===== config.mk =====
export PLATFORM = sky130hd
export DESIGN_NAME = mic_pdm_receiver
export DESIGN_NICKNAME = d
export VERILOG_FILES = /design/src/rtl/mic_pkg.sv /design/src/rtl/cic_decimator.sv /design/src/rtl/mic_pdm_receiver.sv
export SDC_FILE = /design/constraint.sdc
export NUM_CORES = 1
export LEC_CHECK = 0
export BUFFER_PORTS_ARGS = -buffer_cell sky130_fd_sc_hd__buf_4
export CAP_MARGIN = 10
export CORE_MARGIN = 5
export CORE_UTILIZATION = 30
export CTS_BUF_LIST = sky130_fd_sc_hd__clkbuf_16
export CTS_CLUSTER_SIZE = 30
export DETAILED_ROUTE_END_ITERATION = 12
export GPL_TIMING_DRIVEN = 1
export PLACE_DENSITY = 0.55
export SYNTH_ARGS = -nofsm -noshare
export SYNTH_HDL_FRONTEND = slang
export SYNTH_SLANG_ARGS = --single-unit

===== constraint.sdc =====
create_clock -name CLK -period 7.35 [get_ports CLK]
set_input_delay 1.1025 -clock CLK [delete_from_list [all_inputs] [get_ports CLK]]
set_output_delay 1.1025 -clock CLK [all_outputs]
set_load 0.02 [all_outputs]

===== src/rtl/mic_pkg.sv =====
// Shared constants for the PDM microphone receiver.
//   CIC_ORDER   : number of integrator/comb stages
//   DECIM       : PDM-to-PCM decimation ratio
//   ACC_W       : CIC accumulator width (wrap-around arithmetic)
//   PCM_W       : output sample width
//   CIC_OFFSET  : mid-scale of the CIC output, subtracted to make samples signed
//   LEVEL_SHIFT : magnitude shift for the LED level bar
package mic_pkg;

  localparam int unsigned CIC_ORDER   = 3;
  localparam int unsigned DECIM       = 64;
  localparam int unsigned ACC_W       = 19;
  localparam int unsigned PCM_W       = 16;
  localparam int unsigned CIC_OFFSET  = 131072;
  localparam int unsigned LEVEL_SHIFT = 11;

  typedef logic [ACC_W-1:0] acc_t;

endpackage


===== src/rtl/cic_decimator.sv =====
// CIC decimator (order CIC_ORDER, differential delay 1) with unsigned wrap-around accumulators.
// Ports:
//   CLK, RESETN : system clock, asynchronous active-low reset
//   bit_in      : PDM bit (1 -> +1, 0 -> 0)
//   bit_stb     : one-cycle strobe marking a valid PDM bit
//   clr         : synchronous clear of integrators, combs and decimation counter
//   dec_out     : decimated CIC output, valid while dec_stb is high
//   dec_stb     : one-cycle strobe, two cycles after the strobe that closes an epoch
module cic_decimator
  import mic_pkg::*;
#(
  parameter int unsigned Decim = mic_pkg::DECIM
) (
  input  logic             CLK,
  input  logic             RESETN,
  input  logic             bit_in,
  input  logic             bit_stb,
  input  logic             clr,
  output logic [ACC_W-1:0] dec_out,
  output logic             dec_stb
);

  localparam int unsigned CntW = (Decim > 1) ? $clog2(Decim) : 1;
  localparam logic [CntW-1:0] CntMax = CntW'(Decim - 1);

  logic [CntW-1:0] cnt_q;
  acc_t            comb_in_q;
  logic            comb_go_q;
  acc_t            dec_out_q;
  logic            dec_stb_q;
  logic            epoch_end;

  assign epoch_end = bit_stb & (cnt_q == CntMax);

  // Each generate stage holds one integrator and one comb delay; stage g feeds stage g+1.
  for (genvar g = 0; g < CIC_ORDER; g++) begin : g_stage
    acc_t integ_q, integ_in, integ_d;
    acc_t comb_in, comb_z_q, comb_v;

    if (g == 0) begin : g_first
      assign integ_in = {{(ACC_W-1){1'b0}}, bit_in};
      assign comb_in  = comb_in_q;
    end else begin : g_rest
      assign integ_in = g_stage[g-1].integ_d;
      assign comb_in  = g_stage[g-1].comb_v;
    end

    assign integ_d = integ_q + integ_in;
    assign comb_v  = comb_in - comb_z_q;

    always_ff @(posedge CLK or negedge RESETN) begin
      if (!RESETN) begin
        integ_q  <= '0;
        comb_z_q <= '0;
      end else if (clr) begin
        integ_q  <= '0;
        comb_z_q <= '0;
      end else begin
        if (bit_stb) integ_q <= integ_d;
        if (comb_go_q) comb_z_q <= comb_in;
      end
    end
  end

  always_ff @(posedge CLK or negedge RESETN) begin
    if (!RESETN) begin
      cnt_q     <= '0;
      comb_in_q <= '0;
      comb_go_q <= 1'b0;
      dec_out_q <= '0;
      dec_stb_q <= 1'b0;
    end else if (clr) begin
      cnt_q     <= '0;
      comb_in_q <= '0;
      comb_go_q <= 1'b0;
      dec_out_q <= '0;
      dec_stb_q <= 1'b0;
    end else begin
      if (bit_stb) cnt_q <= (cnt_q == CntMax) ? '0 : cnt_q + CntW'(1);
      // Last integrator value including the closing bit is the comb input.
      if (epoch_end) comb_in_q <= g_stage[CIC_ORDER-1].integ_d;
      comb_go_q <= epoch_end;
      if (comb_go_q) dec_out_q <= g_stage[CIC_ORDER-1].comb_v;
      dec_stb_q <= comb_go_q;
    end
  end

  assign dec_out = dec_out_q;
  assign dec_stb = dec_stb_q;

endmodule


===== src/rtl/mic_pdm_receiver.sv =====
// PDM microphone receiver: mic clock generation, data synchronizer, CIC decimation,
// conversion to signed PCM, valid/ready output with sticky overrun, and a level bar.
// Ports:
//   CLK, RESETN   : system clock, asynchronous active-low reset
//   mic_en        : capture enable
//   M_DATA        : PDM data from the microphone (asynchronous)
//   M_CLK         : microphone clock, M_LRSEL : channel select (always 0)
//   pcm_data      : signed PCM sample, pcm_valid/pcm_ready : output handshake
//   overrun       : sticky lost-sample flag, overrun_clr : one-cycle clear
//   level_monitor : min(15, |pcm_data| >> LEVEL_SHIFT)
module mic_pdm_receiver
  import mic_pkg::*;
#(
  parameter int unsigned CLK_HALF = 20,
  parameter int unsigned DECIM    = 64
) (
  input  logic             CLK,
  input  logic             RESETN,
  input  logic             mic_en,
  input  logic             M_DATA,
  output logic             M_CLK,
  output logic             M_LRSEL,
  output logic [PCM_W-1:0] pcm_data,
  output logic             pcm_valid,
  input  logic             pcm_ready,
  output logic             overrun,
  input  logic             overrun_clr,
  output logic [3:0]       level_monitor
);

  localparam int unsigned DivW = (CLK_HALF > 1) ? $clog2(CLK_HALF) : 1;
  localparam logic [DivW-1:0] DivMax = DivW'(CLK_HALF - 1);
  localparam logic [1:0] SettleDone = 2'd3;
  localparam logic signed [ACC_W:0] Offset = (ACC_W+1)'(CIC_OFFSET);
  localparam logic signed [ACC_W:0] SatHi  = (ACC_W+1)'(CIC_OFFSET - 1);
  localparam logic [PCM_W-1:0] PcmMin = {1'b1, {(PCM_W-1){1'b0}}};
  localparam logic [PCM_W-1:0] PcmMax = {1'b0, {(PCM_W-1){1'b1}}};

  logic [DivW-1:0]  div_q, div_d;
  logic             mclk_q, mclk_d;
  logic [1:0]       sync_q;
  logic [1:0]       settle_q, settle_d;
  logic [PCM_W-1:0] pcm_q, pcm_d;
  logic             valid_q, valid_d;
  logic             ovr_q, ovr_d;
  logic [3:0]       level_q, level_d;

  logic             sample_stb;
  logic             cic_clr;
  acc_t             dec_out;
  logic             dec_stb;
  logic             load;

  logic signed [ACC_W:0] conv_s;
  logic [PCM_W+1:0]      conv_sat;
  logic [PCM_W-1:0]      conv_pcm;
  logic [PCM_W-1:0]      mag;
  logic [PCM_W-1:0]      lvl_full;
  logic [3:0]            lvl_new;
  logic                  unused_conv;

  // Mic clock divider; the sample cycle is the one that drives M_CLK from 1 to 0.
  always_comb begin
    div_d  = div_q;
    mclk_d = mclk_q;
    if (!mic_en) begin
      div_d  = '0;
      mclk_d = 1'b0;
    end else if (div_q == DivMax) begin
      div_d  = '0;
      mclk_d = ~mclk_q;
    end else begin
      div_d = div_q + DivW'(1);
    end
  end

  assign sample_stb = mic_en & mclk_q & (div_q == DivMax);
  assign cic_clr    = ~mic_en;

  cic_decimator #(
    .Decim (DECIM)
  ) u_cic (
    .CLK     (CLK),
    .RESETN  (RESETN),
    .bit_in  (sync_q[1]),
    .bit_stb (sample_stb),
    .clr     (cic_clr),
    .dec_out (dec_out),
    .dec_stb (dec_stb)
  );

  // Conversion: only the upper bound can saturate, since dec_out >= 0 gives s >= -CIC_OFFSET.
  always_comb begin
    conv_s   = $signed({1'b0, dec_out}) - Offset;
    conv_sat = (conv_s > SatHi) ? SatHi[PCM_W+1:0] : conv_s[PCM_W+1:0];
    conv_pcm = conv_sat[PCM_W+1:2];
    if (conv_pcm[PCM_W-1]) begin
      mag = (conv_pcm == PcmMin) ? PcmMax : -conv_pcm;
    end else begin
      mag = conv_pcm;
    end
    lvl_full = mag >> LEVEL_SHIFT;
    lvl_new  = (lvl_full > PCM_W'(15)) ? 4'hf : lvl_full[3:0];
  end

  assign unused_conv = ^{conv_s[ACC_W:PCM_W+2], conv_sat[1:0]};

  // The first three decimation outputs after enable only flush the CIC and are dropped.
  always_comb begin
    settle_d = settle_q;
    if (!mic_en) begin
      settle_d = '0;
    end else if (dec_stb && (settle_q != SettleDone)) begin
      settle_d = settle_q + 2'd1;
    end
  end

  assign load = mic_en & dec_stb & (settle_q == SettleDone);

  always_comb begin
    pcm_d   = load ? conv_pcm : pcm_q;
    level_d = load ? lvl_new : level_q;
    valid_d = load | (valid_q & ~pcm_ready);
    // A set in the same cycle as a clear wins.
    ovr_d   = (load & valid_q & ~pcm_ready) | (ovr_q & ~overrun_clr);
  end

  always_ff @(posedge CLK or negedge RESETN) begin
    if (!RESETN) begin
      div_q    <= '0;
      mclk_q   <= 1'b0;
      sync_q   <= '0;
      settle_q <= '0;
      pcm_q    <= '0;
      valid_q  <= 1'b0;
      ovr_q    <= 1'b0;
      level_q  <= '0;
    end else begin
      div_q    <= div_d;
      mclk_q   <= mclk_d;
      sync_q   <= {sync_q[0], M_DATA};
      settle_q <= settle_d;
      pcm_q    <= pcm_d;
      valid_q  <= valid_d;
      ovr_q    <= ovr_d;
      level_q  <= level_d;
    end
  end

  assign M_CLK         = mclk_q;
  assign M_LRSEL       = 1'b0;
  assign pcm_data      = pcm_q;
  assign pcm_valid     = valid_q;
  assign overrun       = ovr_q;
  assign level_monitor = level_q;

endmodule


==> results_dict.tcl <==
set metrics [dict create \
    synth-seq-cells 192 \
    syn-num-nets 1480 \
    powerDensity_nw_per_um2 147 \
    cp_slowest_stage_delay_ns 0.40 \
    firstDrtPassIters 5 \
    grt_setup_unrepaired "no" \
    status "finished, final reports clean" \
    grt_pass1_wl_mm 45.2 \
    grt_util_all_layers_pct 11.9 \
    slew_viol_final 0 \
    tightest_slew_ns 0.910 \
    core-area_sq_um 40800 \
    final_antenna_net_count 0 \
    timing.rr.start "u_cic.g_stage[0].comb_z_q[1]" \
    required_ns 7.64 \
    fill_cells 4238 \
    maxCapViolCount 0 \
    ys_warn_count 0 \
    drc 0 \
    place_hpwl_mm 17.8 \
    cts_buffers 17 \
    worst_slew_margin_rel_pct 39.1 \
    vias 9231 \
    met1Wirelength_mm 12.6 \
    p_leak_nw 6.08 \
    fmax_mhz 178 \
    area.growth.synth_to_final_pct 10.6 \
    final_layout_size_suffix_gt1_share_pct 5.97 \
    r2r_end "u_cic.dec_out[18]" \
    finalHoldViolCount 0 \
    clk_latency_ns 0.46 \
    grt_max_degree 80 \
    min-delay-start "sync_q[0]" \
    ys_types 69 \
    clock_path_buffers 2 \
    crit_path_top_delay_cell "dfrtp_1" \
    grt_pass1_vias 9373 \
    r2r_slack_ns 1.72 \
    min_period_over_period_pct 76.6 \
    ctsRootBufferMaster "clkbuf_16" \
    top_layer_used "met4" \
    ys_top_cells_by_count "dfrtp_1, nor2_1, nand2_1" \
    num_antenna_cells 0 \
    hold_buffers 0 \
    synth_cells 1372 \
    antenna_found_initial 0 \
    die_area_sq_um 45400 \
    wl_met2_mm 12.3 \
    cts_setup_buffers 0 \
    yosys.area.top_type "dfrtp_1" \
    clk_pin_slew_worst_paths_ns 0.08 \
    row_count 74 \
    ioPinCount 30 \
    h-tree-depth 4 \
    peakVddDrop_v 0.000147 \
    initial_core_util_pct 30.3 \
    routed_via_density 4.80 \
    cts_resized 0 \
    worst-path-max-fanout 5 \
    fin_tns_setup_ns 0 \
    die_w_microns 213 \
    synth_edf_count 0 \
    skew_ns 0.0137 \
    min_to "sync_q[1]" \
    synthArstFlopShare_pct 100 \
    postLayoutCellArea_sq_um 13700 \
    routed_wl_mm 26.0 \
    hold_depth 0 \
    setup.worst_path.end_class "flop" \
    start_kind "flop" \
    period_needed_ns 5.63 \
    synth.avg_cell_area_sq_um 9.02 \
    fin_cells 1922 \
    die_y_microns 213 \
    drt_iter0_markers 414 \
    rr_worst_depth 27 \
    clock-sinks 192 \
    cts_tree "yes" \
    nNetsFinal 1485 \
    grt-ovfl-total 0 \
    dpl_cell_area_sq_um 13100 \
    synth_top_area_share_pct 38.8 \
    ys_seq_area_share_pct 38.8 \
    wl_met3_microns 757 \
    post-synth-top-count-cell "dfrtp_1" \
    mappedNetlistArea_sq_um 12400 \
    yosys_most_used_dff "dfrtp_1" \
    numPortBuffers 28 \
    synthTopCellsByArea "dfrtp_1, ha_1, mux2i_1" \
    wl_per_cell_microns 13.5 \
    path_class "flop to flop" \
    hp-class "flop to flop" \
    gp_congestion 0.770 \
    post-place-cells 1890 \
    arrival_ns 5.92 \
    setup_viol 0 \
]
-- layout by cell type, fill, tap and decap left out, types with 10 or more instances in the layout --
cell type	count
xor2_1	41
nand4_1	10
nor2_1	157
nand2b_1	21
ha_1	97
a21o_1	21
nand3_1	34
or3_1	12
mux2i_1	61
a21oi_1	107
o21ai_0	56
dfrtp_1	191
and3_1	13
nor3_1	20
clkbuf_16	17
nor2b_1	17
xnor2_1	64
o31ai_1	11
buf_4	33
o22a_1	15
o21a_1	19
inv_1	85
a211oi_1	12
nand2_1	141
-- how the worst max path moves through the flow --
| stage | endpoint | cells after the start | slack (ns) | startpoint |
|---|---|---|---|---|
| detailed placement | u_cic.dec_out[18] | 27 | 1.73 | u_cic.g_stage[0].comb_z_q[1] |
| global placement | u_cic.dec_out[18] | 27 | 1.78 | u_cic.g_stage[0].comb_z_q[1] |
| global route | u_cic.dec_out[17] | 26 | 1.13 | u_cic.g_stage[0].comb_z_q[1] |
| CTS | u_cic.dec_out[18] | 27 | 1.68 | u_cic.g_stage[0].comb_z_q[1] |
| finish | u_cic.dec_out[18] | 27 | 1.72 | u_cic.g_stage[0].comb_z_q[1] |
| floorplan | u_cic.dec_out[17] | 25 | 2.27 | u_cic.g_stage[0].comb_z_q[1] |
-- final cells by class --
class                           count  area (sq um)  share of cell area (%)
Multi-Input combinational cell   1046          7070                    51.6
Sequential cell                   192          4810                    35.1
Tap cell                          532           666                    4.86
Clock buffer                       17           425                    3.11
Inverter                           86           325                    2.38
Timing Repair Buffer               34           262                    1.91
Clock inverter                     15           136                   0.996
-- power by group --
part	switching (mW)	total, mW	leakage (nW)	internal (mW)
registers	0.00157	1.06	2.67	1.06
logic	0.0424	0.0492	3.13	0.00685
clock network	0.438	0.908	0.272	0.470
total	0.482	2.02	6.08	1.54
-- state kept, by name (all words and copies together), names as in the netlist --
signal                  count
u_cic.cnt_q                 6
M_CLK                       1
u_cic.dec_stb               1
pcm_valid                   1
pcm_data                   16
settle_q                    2
u_cic.comb_go_q             1
u_cic.g_stage.comb_z_q     57
overrun                     1
div_q                       5
sync_q                      2
u_cic.comb_in_q            19
u_cic.dec_out              19
u_cic.g_stage.integ_q      57
level_monitor               4
-- worst max-delay path, delay by kind of cell (launching register included) --
family	cells	cell delay, ns
muxes	1	0.26
adders and majority gates	3	0.98
AOI/OAI and AO/OA	13	2.37
DFF	1	0.40
buffers and inverters	2	0.12
and+or+nand+nor	8	1.35
-- routing by layer --
layer | vias up | global-route usage (%)
met4 | 0 | 2.61
met1 | 4334 | 15.2
met3 | 18 | 2.70
li1 | 4781 | -
met2 | 98 | 20.5
met5 | - | 0
-- through the flow --
step                power (mW)  setup WS [ns]  util, %  hold WS (ns)
global route              2.11           1.13     33.5         0.385
CTS                       2.06           1.68     33.5         0.360
global placement          1.13           1.78     32.2         0.334
finish                    2.02           1.72     33.5         0.358
detailed placement        1.13           1.73     32.2         0.341
floorplan                 1.10           2.27        -         0.331
-- cells by family (layout without fill, tap and decap cells) --
group / after synthesis / after routing / share of synthesized area [%]
xor+xnor: 107 / 107 / 7.79
simple gates: 467 / 467 / 17.6
compound gates: 303 / 303 / 15.7
mux: 66 / 66 / 5.39
fa+ha+maj: 102 / 102 / 10.6
flops: 192 / 192 / 38.8
buf+inv: 134 / 152 / 4.09
other cells: 1 / 1 / 0.0303
Note: power is estimated with default switching activity, not from simulation.
